## src/rtl/hazard_ctrl.sv

```systemverilog
// ============================================================================
// hazard_ctrl : 5-stage pipeline sequencing (load-use, flush, memory wait/halt)
// Revision    : 1.0
// ============================================================================
`default_nettype none

module hazard_ctrl #(
   parameter int MEM_TIMEOUT = 255
) (
   input  logic        clk_i,
   input  logic        rst_n_i,
   input  logic        IDEX_MemRead_i,
   input  logic [4:0]  IDEX_Rt_i,
   input  logic [4:0]  IFID_Rs_i,
   input  logic [4:0]  IFID_Rt_i,
   input  logic        Branch_i,
   input  logic        Jump_i,
   input  logic        MemReq_i,
   input  logic        MemReady_i,
   output logic        PCWrite_o,
   output logic        IFIDWrite_o,
   output logic        IFFlush_o,
   output logic        Bubble_o,
   output logic        PipeWrite_o,
   output logic        Timeout_o,
   output logic [15:0] StallCnt_o,
   output logic [15:0] FlushCnt_o
);

   localparam logic [1:0] S_RUN      = 2'd0;
   localparam logic [1:0] S_MEM_WAIT = 2'd1;
   localparam logic [1:0] S_HALT     = 2'd2;

   localparam logic [7:0] WAIT_LAST  = 8'(MEM_TIMEOUT - 1);
   localparam logic [15:0] CNT_MAX   = 16'hFFFF;

   logic [1:0]  state_q, state_d;
   logic [7:0]  wait_cnt_q, wait_cnt_d;
   logic [15:0] stall_cnt_q, stall_cnt_d;
   logic [15:0] flush_cnt_q, flush_cnt_d;

   logic lu, miss, freeze;

   // Register 0 is hardwired, so a load targeting it never creates a dependency.
   assign lu     = IDEX_MemRead_i && (IDEX_Rt_i != 5'd0) &&
                   ((IDEX_Rt_i == IFID_Rs_i) || (IDEX_Rt_i == IFID_Rt_i));
   assign miss   = MemReq_i && !MemReady_i;
   assign freeze = ((state_q == S_RUN) && miss) ||
                   ((state_q == S_MEM_WAIT) && !MemReady_i);

   always_ff @(posedge clk_i or negedge rst_n_i) begin
      if (!rst_n_i) begin
         state_q     <= S_RUN;
         wait_cnt_q  <= 8'd0;
         stall_cnt_q <= 16'd0;
         flush_cnt_q <= 16'd0;
      end else begin
         state_q     <= state_d;
         wait_cnt_q  <= wait_cnt_d;
         stall_cnt_q <= stall_cnt_d;
         flush_cnt_q <= flush_cnt_d;
      end
   end

   always_comb begin
      state_d    = state_q;
      wait_cnt_d = wait_cnt_q;
      case (state_q)
         S_RUN: begin
            if (miss) begin
               state_d    = S_MEM_WAIT;
               wait_cnt_d = 8'd0;
            end
         end
         S_MEM_WAIT: begin
            if (MemReady_i) begin
               state_d = S_RUN;
            end else if (wait_cnt_q == WAIT_LAST) begin
               state_d = S_HALT;
            end else begin
               wait_cnt_d = wait_cnt_q + 8'd1;
            end
         end
         S_HALT:  state_d = S_HALT;
         default: state_d = S_RUN;
      endcase
   end

   always_comb begin
      PCWrite_o   = 1'b0;
      IFIDWrite_o = 1'b0;
      IFFlush_o   = 1'b0;
      Bubble_o    = 1'b0;
      PipeWrite_o = 1'b0;
      Timeout_o   = 1'b0;
      if (!rst_n_i) begin
         Timeout_o = 1'b0;
      end else if (state_q == S_HALT) begin
         Timeout_o = 1'b1;
      end else if (freeze) begin
         Timeout_o = 1'b0;
      end else if (lu) begin
         // Branch operands depend on the load, so the branch is retried next cycle.
         Bubble_o    = 1'b1;
         PipeWrite_o = 1'b1;
      end else if (Branch_i || Jump_i) begin
         PCWrite_o   = 1'b1;
         IFIDWrite_o = 1'b1;
         IFFlush_o   = 1'b1;
         PipeWrite_o = 1'b1;
      end else begin
         PCWrite_o   = 1'b1;
         IFIDWrite_o = 1'b1;
         PipeWrite_o = 1'b1;
      end
   end

   always_comb begin
      stall_cnt_d = stall_cnt_q;
      flush_cnt_d = flush_cnt_q;
      if (!PCWrite_o && (stall_cnt_q != CNT_MAX)) begin
         stall_cnt_d = stall_cnt_q + 16'd1;
      end
      if (IFFlush_o && (flush_cnt_q != CNT_MAX)) begin
         flush_cnt_d = flush_cnt_q + 16'd1;
      end
   end

   assign StallCnt_o = stall_cnt_q;
   assign FlushCnt_o = flush_cnt_q;

endmodule

`default_nettype wire

```

## config.mk

```make
export PLATFORM = sky130hd
export DESIGN_NAME = hazard_ctrl
export DESIGN_NICKNAME = d
export VERILOG_FILES = /design/src/rtl/hazard_ctrl.sv
export SDC_FILE = /design/constraint.sdc
export NUM_CORES = 1
export LEC_CHECK = 0
export BUFFER_PORTS_ARGS = -buffer_cell sky130_fd_sc_hd__buf_2
export CORE_MARGIN = 2
export CORE_UTILIZATION = 55
export DETAILED_ROUTE_END_ITERATION = 6
export GPL_TIMING_DRIVEN = 0
export MAX_ROUTING_LAYER = met4
export PLACE_DENSITY = 0.87
export SLEW_MARGIN = 25
export SYNTH_ARGS = -nofsm -noshare
export SYNTH_HDL_FRONTEND = slang
export SYNTH_SLANG_ARGS = --single-unit
```

## constraint.sdc

```tcl
create_clock -name clk_i -period 6.6 [get_ports clk_i]
set_clock_uncertainty 0.15 [all_clocks]
set_input_delay 1.98 -clock clk_i [delete_from_list [all_inputs] [get_ports clk_i]]
set_output_delay 1.98 -clock clk_i [all_outputs]
set_load 0.02 [all_outputs]
```

# Yosys cells after proc, flatten, opt, wreduce, memory -nomap -nowiden
# Index checks and enable logic that the tools add are counted.
dict set report totals {
  wordCells 61
  ff_bits 42
  input_bits 22
}
dict set report classes {
  reduce_logical 17
  muxes 26
  eq_ne 11
  addsub 3
}
# op count
set ops {}
lappend ops {{16-bit by 1-bit adder with 16-bit output (second input constant)} 2}
lappend ops {{16-bit != test (second input constant)} 2}
lappend ops {{8-bit 2-to-1 mux} 3}
lappend ops {{1-bit 2-to-1 mux} 18}
lappend ops {{8-bit one-hot mux with 2 select lines} 1}
lappend ops {{5-bit == test} 2}
lappend ops {{8-bit by 1-bit adder with 8-bit output (second input constant)} 1}
lappend ops {{8-bit == test (second input constant)} 1}
lappend ops {{1-bit logical AND} 7}
lappend ops {{2-bit 2-to-1 mux} 3}
lappend ops {{2-bit != test (second input constant)} 3}
lappend ops {{2-bit one-hot mux with 3 select lines} 1}
lappend ops {{5-bit nonzero test} 1}
lappend ops {{4-bit AND reduction} 1}
lappend ops {{1-bit logical OR} 3}
lappend ops {{3-bit by 2-bit != test with 1-bit output (second input constant)} 1}
lappend ops {{2-bit by 1-bit == test with 1-bit output (second input constant)} 1}
lappend ops {{2-bit == test (second input constant)} 1}
lappend ops {{1-bit logical NOT} 2}
lappend ops {{2-bit logical NOT} 1}
lappend ops {{2-bit AND reduction} 1}
lappend ops {{2-bit nonzero test} 1}

# Logic depth before layout (Yosys ltp)
dict set report logic_depth {
  depth_word 9
  mapped_depth 8
}

# Worst setup path before layout
# Ideal clock, no wire load.
dict set report synth_path {
  path_type {input-to-output}
  start {input IDEX_Rt_i[1]}
  end {output PCWrite_o}
  required_ns 4.470
  path_buffers 1
  cell_stages 4
  arrival_ns 3.485
  slack_ns 0.985
  path_cell_list {or4_1 o21a_1 a21oi_1 buf_4}
}
dict set report synth_via {
  elab_chain_len 7
  word_cells_on_any_way 10
}
# element line
set synth_lines {}
lappend synth_lines {{start: declaration} 13} ;# input logic [4:0] IDEX_Rt_i,
lappend synth_lines {{5-bit == test or 5-bit nonzero test (tied branches)} {46, 45}}
lappend synth_lines {{1-bit logical OR or 1-bit logical AND (tied branches)} {46, 45}}
lappend synth_lines {{1-bit logical AND *} 45} ;# assign lu = IDEX_MemRead_i && (IDEX_Rt_i != 5'd0) &&
lappend synth_lines {{1-bit 2-to-1 mux * (4 in a row)} -}
lappend synth_lines {{end: declaration} 20} ;# output logic PCWrite_o,
# Every way passes the cells marked *; elsewhere a longest branch is shown, timed or not.

# Final worst setup path
dict set report layout_path {
  start {input IDEX_Rt_i[1]}
  end {output IFFlush_o}
}
dict set report layout_via {
  elab_chain_len 7
  word_cells_on_any_way 10
}
# element line
set layout_lines {}
lappend layout_lines {{5-bit == test or 5-bit nonzero test (tied branches)} {46, 45}}
lappend layout_lines {{1-bit logical OR or 1-bit logical AND (tied branches)} {46, 45}}
lappend layout_lines {{1-bit logical AND *} 45}
lappend layout_lines {{1-bit 2-to-1 mux *} 102} ;# end else if (lu) begin
lappend layout_lines {{1-bit 2-to-1 mux *} 100} ;# end else if (freeze) begin
lappend layout_lines {{1-bit 2-to-1 mux *} 98} ;# end else if (state_q == S_HALT) begin
lappend layout_lines {{1-bit 2-to-1 mux *} 96} ;# if (!rst_n_i) begin
lappend layout_lines {{end: declaration} 22} ;# output logic IFFlush_o,
# Marked as above.

==> flow_summary.toml <==
[timing]
finalSetupTns_ns = 0
slew_violations = 0
timing.slew.headroom = 0.540
period_needed_ns = 5.84
min_period_over_period = 0.885
hold_viol = 0
setup_viol = 0
fmaxAchievable_mhz = 171
rsz0062_at_grt = "false"
tightest_slew_ns = 0.688

[synthesis]
ys_ff_latch = 42
avgSynthCellArea_um2 = 10.2
yosysWarnings = 0
syn_area_um2 = 2190
syn_nets = 240
seq_area_frac_synth = 0.481
synth_cells = 214
synth.distinct_cells = 35

[cts]
cts_tree = "built"
post-cts-setup-buffer-count = 0
cts.sinks = 42
htreeDepth = 2
cts_buffers = 5
root_buffer = "clkbuf_8"
cts_max_path_buffers = 2
clk_pin_slew_ns = 0.07
clk_latency_ns = 0.29
cts.repair.resized = 0
hold_buffers = 0

[global_route]
grt_max_degree = 45
grt.overflow.total = 0
antenna_found_initial = 0
grt_pass1_vias = 1676
grt_pass1_wl_mm = 7.29
grt.total_usage = 0.220

[floorplanning]
io-pin-count = 60
start_util = 0.584
fp.dieW_um = 67.1
die_h_um = 67.1
row_count = 22
die_area_um2 = 4500
coreArea_um2 = 3740

[placement]
gp_congestion = 0.793
hpwl_mm = 3.26
numPortBuffers = 59

[routing]
drt-pass1-iter-count = 4
drt_iter0_markers = 98
wl_per_cell_um = 13.1
drtAntennaViolNets = 0
finalWirelength_mm = 4.31
routed_via_density = 5.52
vias = 1815
route.detailed.drc = 0

[finish]
num_antenna_cells = 0
drive_above_1_share = 0.278
final_common_cell = "buf_2"
final_cell_mix = "buf_2 (58), dfrtp_1 (42), xnor2_1 (26)"
nets = 306
syn_to_final_growth_pct = 20.8

[job]
cap_violations = 0

[setup_path]
arrival_ns = 3.71
cp-start-kind = "input port"
critPathRequiredTime_ns = 4.47
criticalPathCategory = "input port to primary output"
crit_path_end_kind = "primary output"
crit_fanout = 10

[power_and_ir_drop]
p_leak_nw = 1.22
peakVddDrop_mv = 0.240
p_total_uw = 952
cellPowerDensity_nw_per_um2 = 360

[run_status]
status = "completed"

[hold_path]
hp-class = "flop to flop"
synth_stat cells, drive strengths merged:
cell type | n | area share
dfrtp | 42 | 0.48
xnor2 | 26 | 0.10
nand2 | 17 | 0.030
nand3 | 16 | 0.037
nor2 | 16 | 0.027
xor2 | 16 | 0.064
nand4 | 15 | 0.043
and3 | 10 | 0.029
nor3 | 7 | 0.016
a21oi | 6 | 0.015
inv | 5 | 0.0086
o21ai | 5 | 0.011
ha | 4 | 0.023
nor4 | 4 | 0.011
or3 | 4 | 0.011
buf | 3 | 0.012
mux2 | 3 | 0.015
and4 | 2 | 0.0080
nand2b | 2 | 0.0057
a211oi | 1 | 0.0092
clkbuf | 1 | 0.0017
mux2i | 1 | 0.0046
nor2b | 1 | 0.0029
nor4b | 1 | 0.0040
o21a | 1 | 0.0034
o22ai | 1 | 0.0029
o311ai | 1 | 0.0074
o31a | 1 | 0.0040
or2 | 1 | 0.0029
or4 | 1 | 0.0034
per-layer routing:
layer | GRT usage | part of all wire | up-vias
li1 | - | - | 885
met1 | 0.269 | 0.43 | 864
met2 | 0.361 | 0.50 | 60
met3 | 0.0456 | 0.069 | 6
met4 | 0.0791 | 0.0086 | 0
met5 | - | 0 | -
metrics by stage:
| stage | std cells | worst slack, ns | utilization | hold WS (ns) | instance area (um^2) |
|---|---|---|---|---|---|
| floorplan | 214 | 0.985 | - | 0.364 | 2190 |
| global placement | 321 | 0.533 | 0.679 | 0.322 | 2540 |
| detailed placement | 321 | 0.534 | 0.681 | 0.329 | 2550 |
| CTS | 329 | 0.517 | 0.705 | 0.343 | 2640 |
| global route | 329 | 0.684 | 0.706 | 0.361 | 2640 |
| finish | 329 | 0.756 | 0.706 | 0.335 | 2640 |
flip-flops by register name, summed over array words and instances (netlist names):
name and cells:
wait_cnt_q 8, FlushCnt_o 16, state_q 2, StallCnt_o 16
worst max-delay path, stage by stage:
cell and delay [ns]:
buf_2 0.12, or4_1 0.53, o21a_1 0.25, a211oi_4 0.45, buf_6 0.20, buf_2 0.17
area by class of cell:
class                      instances  area, um^2
timing repair buffer              59         298
multi-input combinational        163        1090
inverter                           5        18.8
buffer                             4        30.0
clock inverter                     1        5.00
fill                             295        1100
tap                               48        60.1
clock buffer                       7        86.3
sequential                        42        1050
power by group:
| part | internal (mW) | switching, mW | leakage (nW) |
|---|---|---|---|
| combinational | 0.144 | 0.226 | 0.653 |
| clock | 0.0843 | 0.0818 | 0.0482 |
| sequential | 0.328 | 0.0873 | 0.522 |
| total | 0.556 | 0.395 | 1.22 |
final timing paths:
check	from	endpoint	slack, ns	cells after the start
setup / recovery	IDEX_Rt_i[1]	IFFlush_o	0.76	6
setup reg to reg	StallCnt_o[0]	StallCnt_o[1]	4.23	7
hold reg to reg	StallCnt_o[10]	StallCnt_o[10]	0.34	1
min in group asynchronous	rst_n_i	FlushCnt_o[1]	1.52	1
hold / removal	StallCnt_o[10]	StallCnt_o[10]	0.34	1
max in group asynchronous	rst_n_i	StallCnt_o[14]	4.42	1
cell families (layout without fill, tap and decap cells):
kind of cell,Yosys count,in the layout,share of synthesized area
buf+inv,9,76,0.0223
mux,4,4,0.0200
compound gates,16,16,0.0538
xor+xnor,42,42,0.168
flops,42,42,0.481
fa+ha+maj,4,4,0.0229
simple gates,97,97,0.232
No activity file was read; power rests on OpenSTA's default activity.
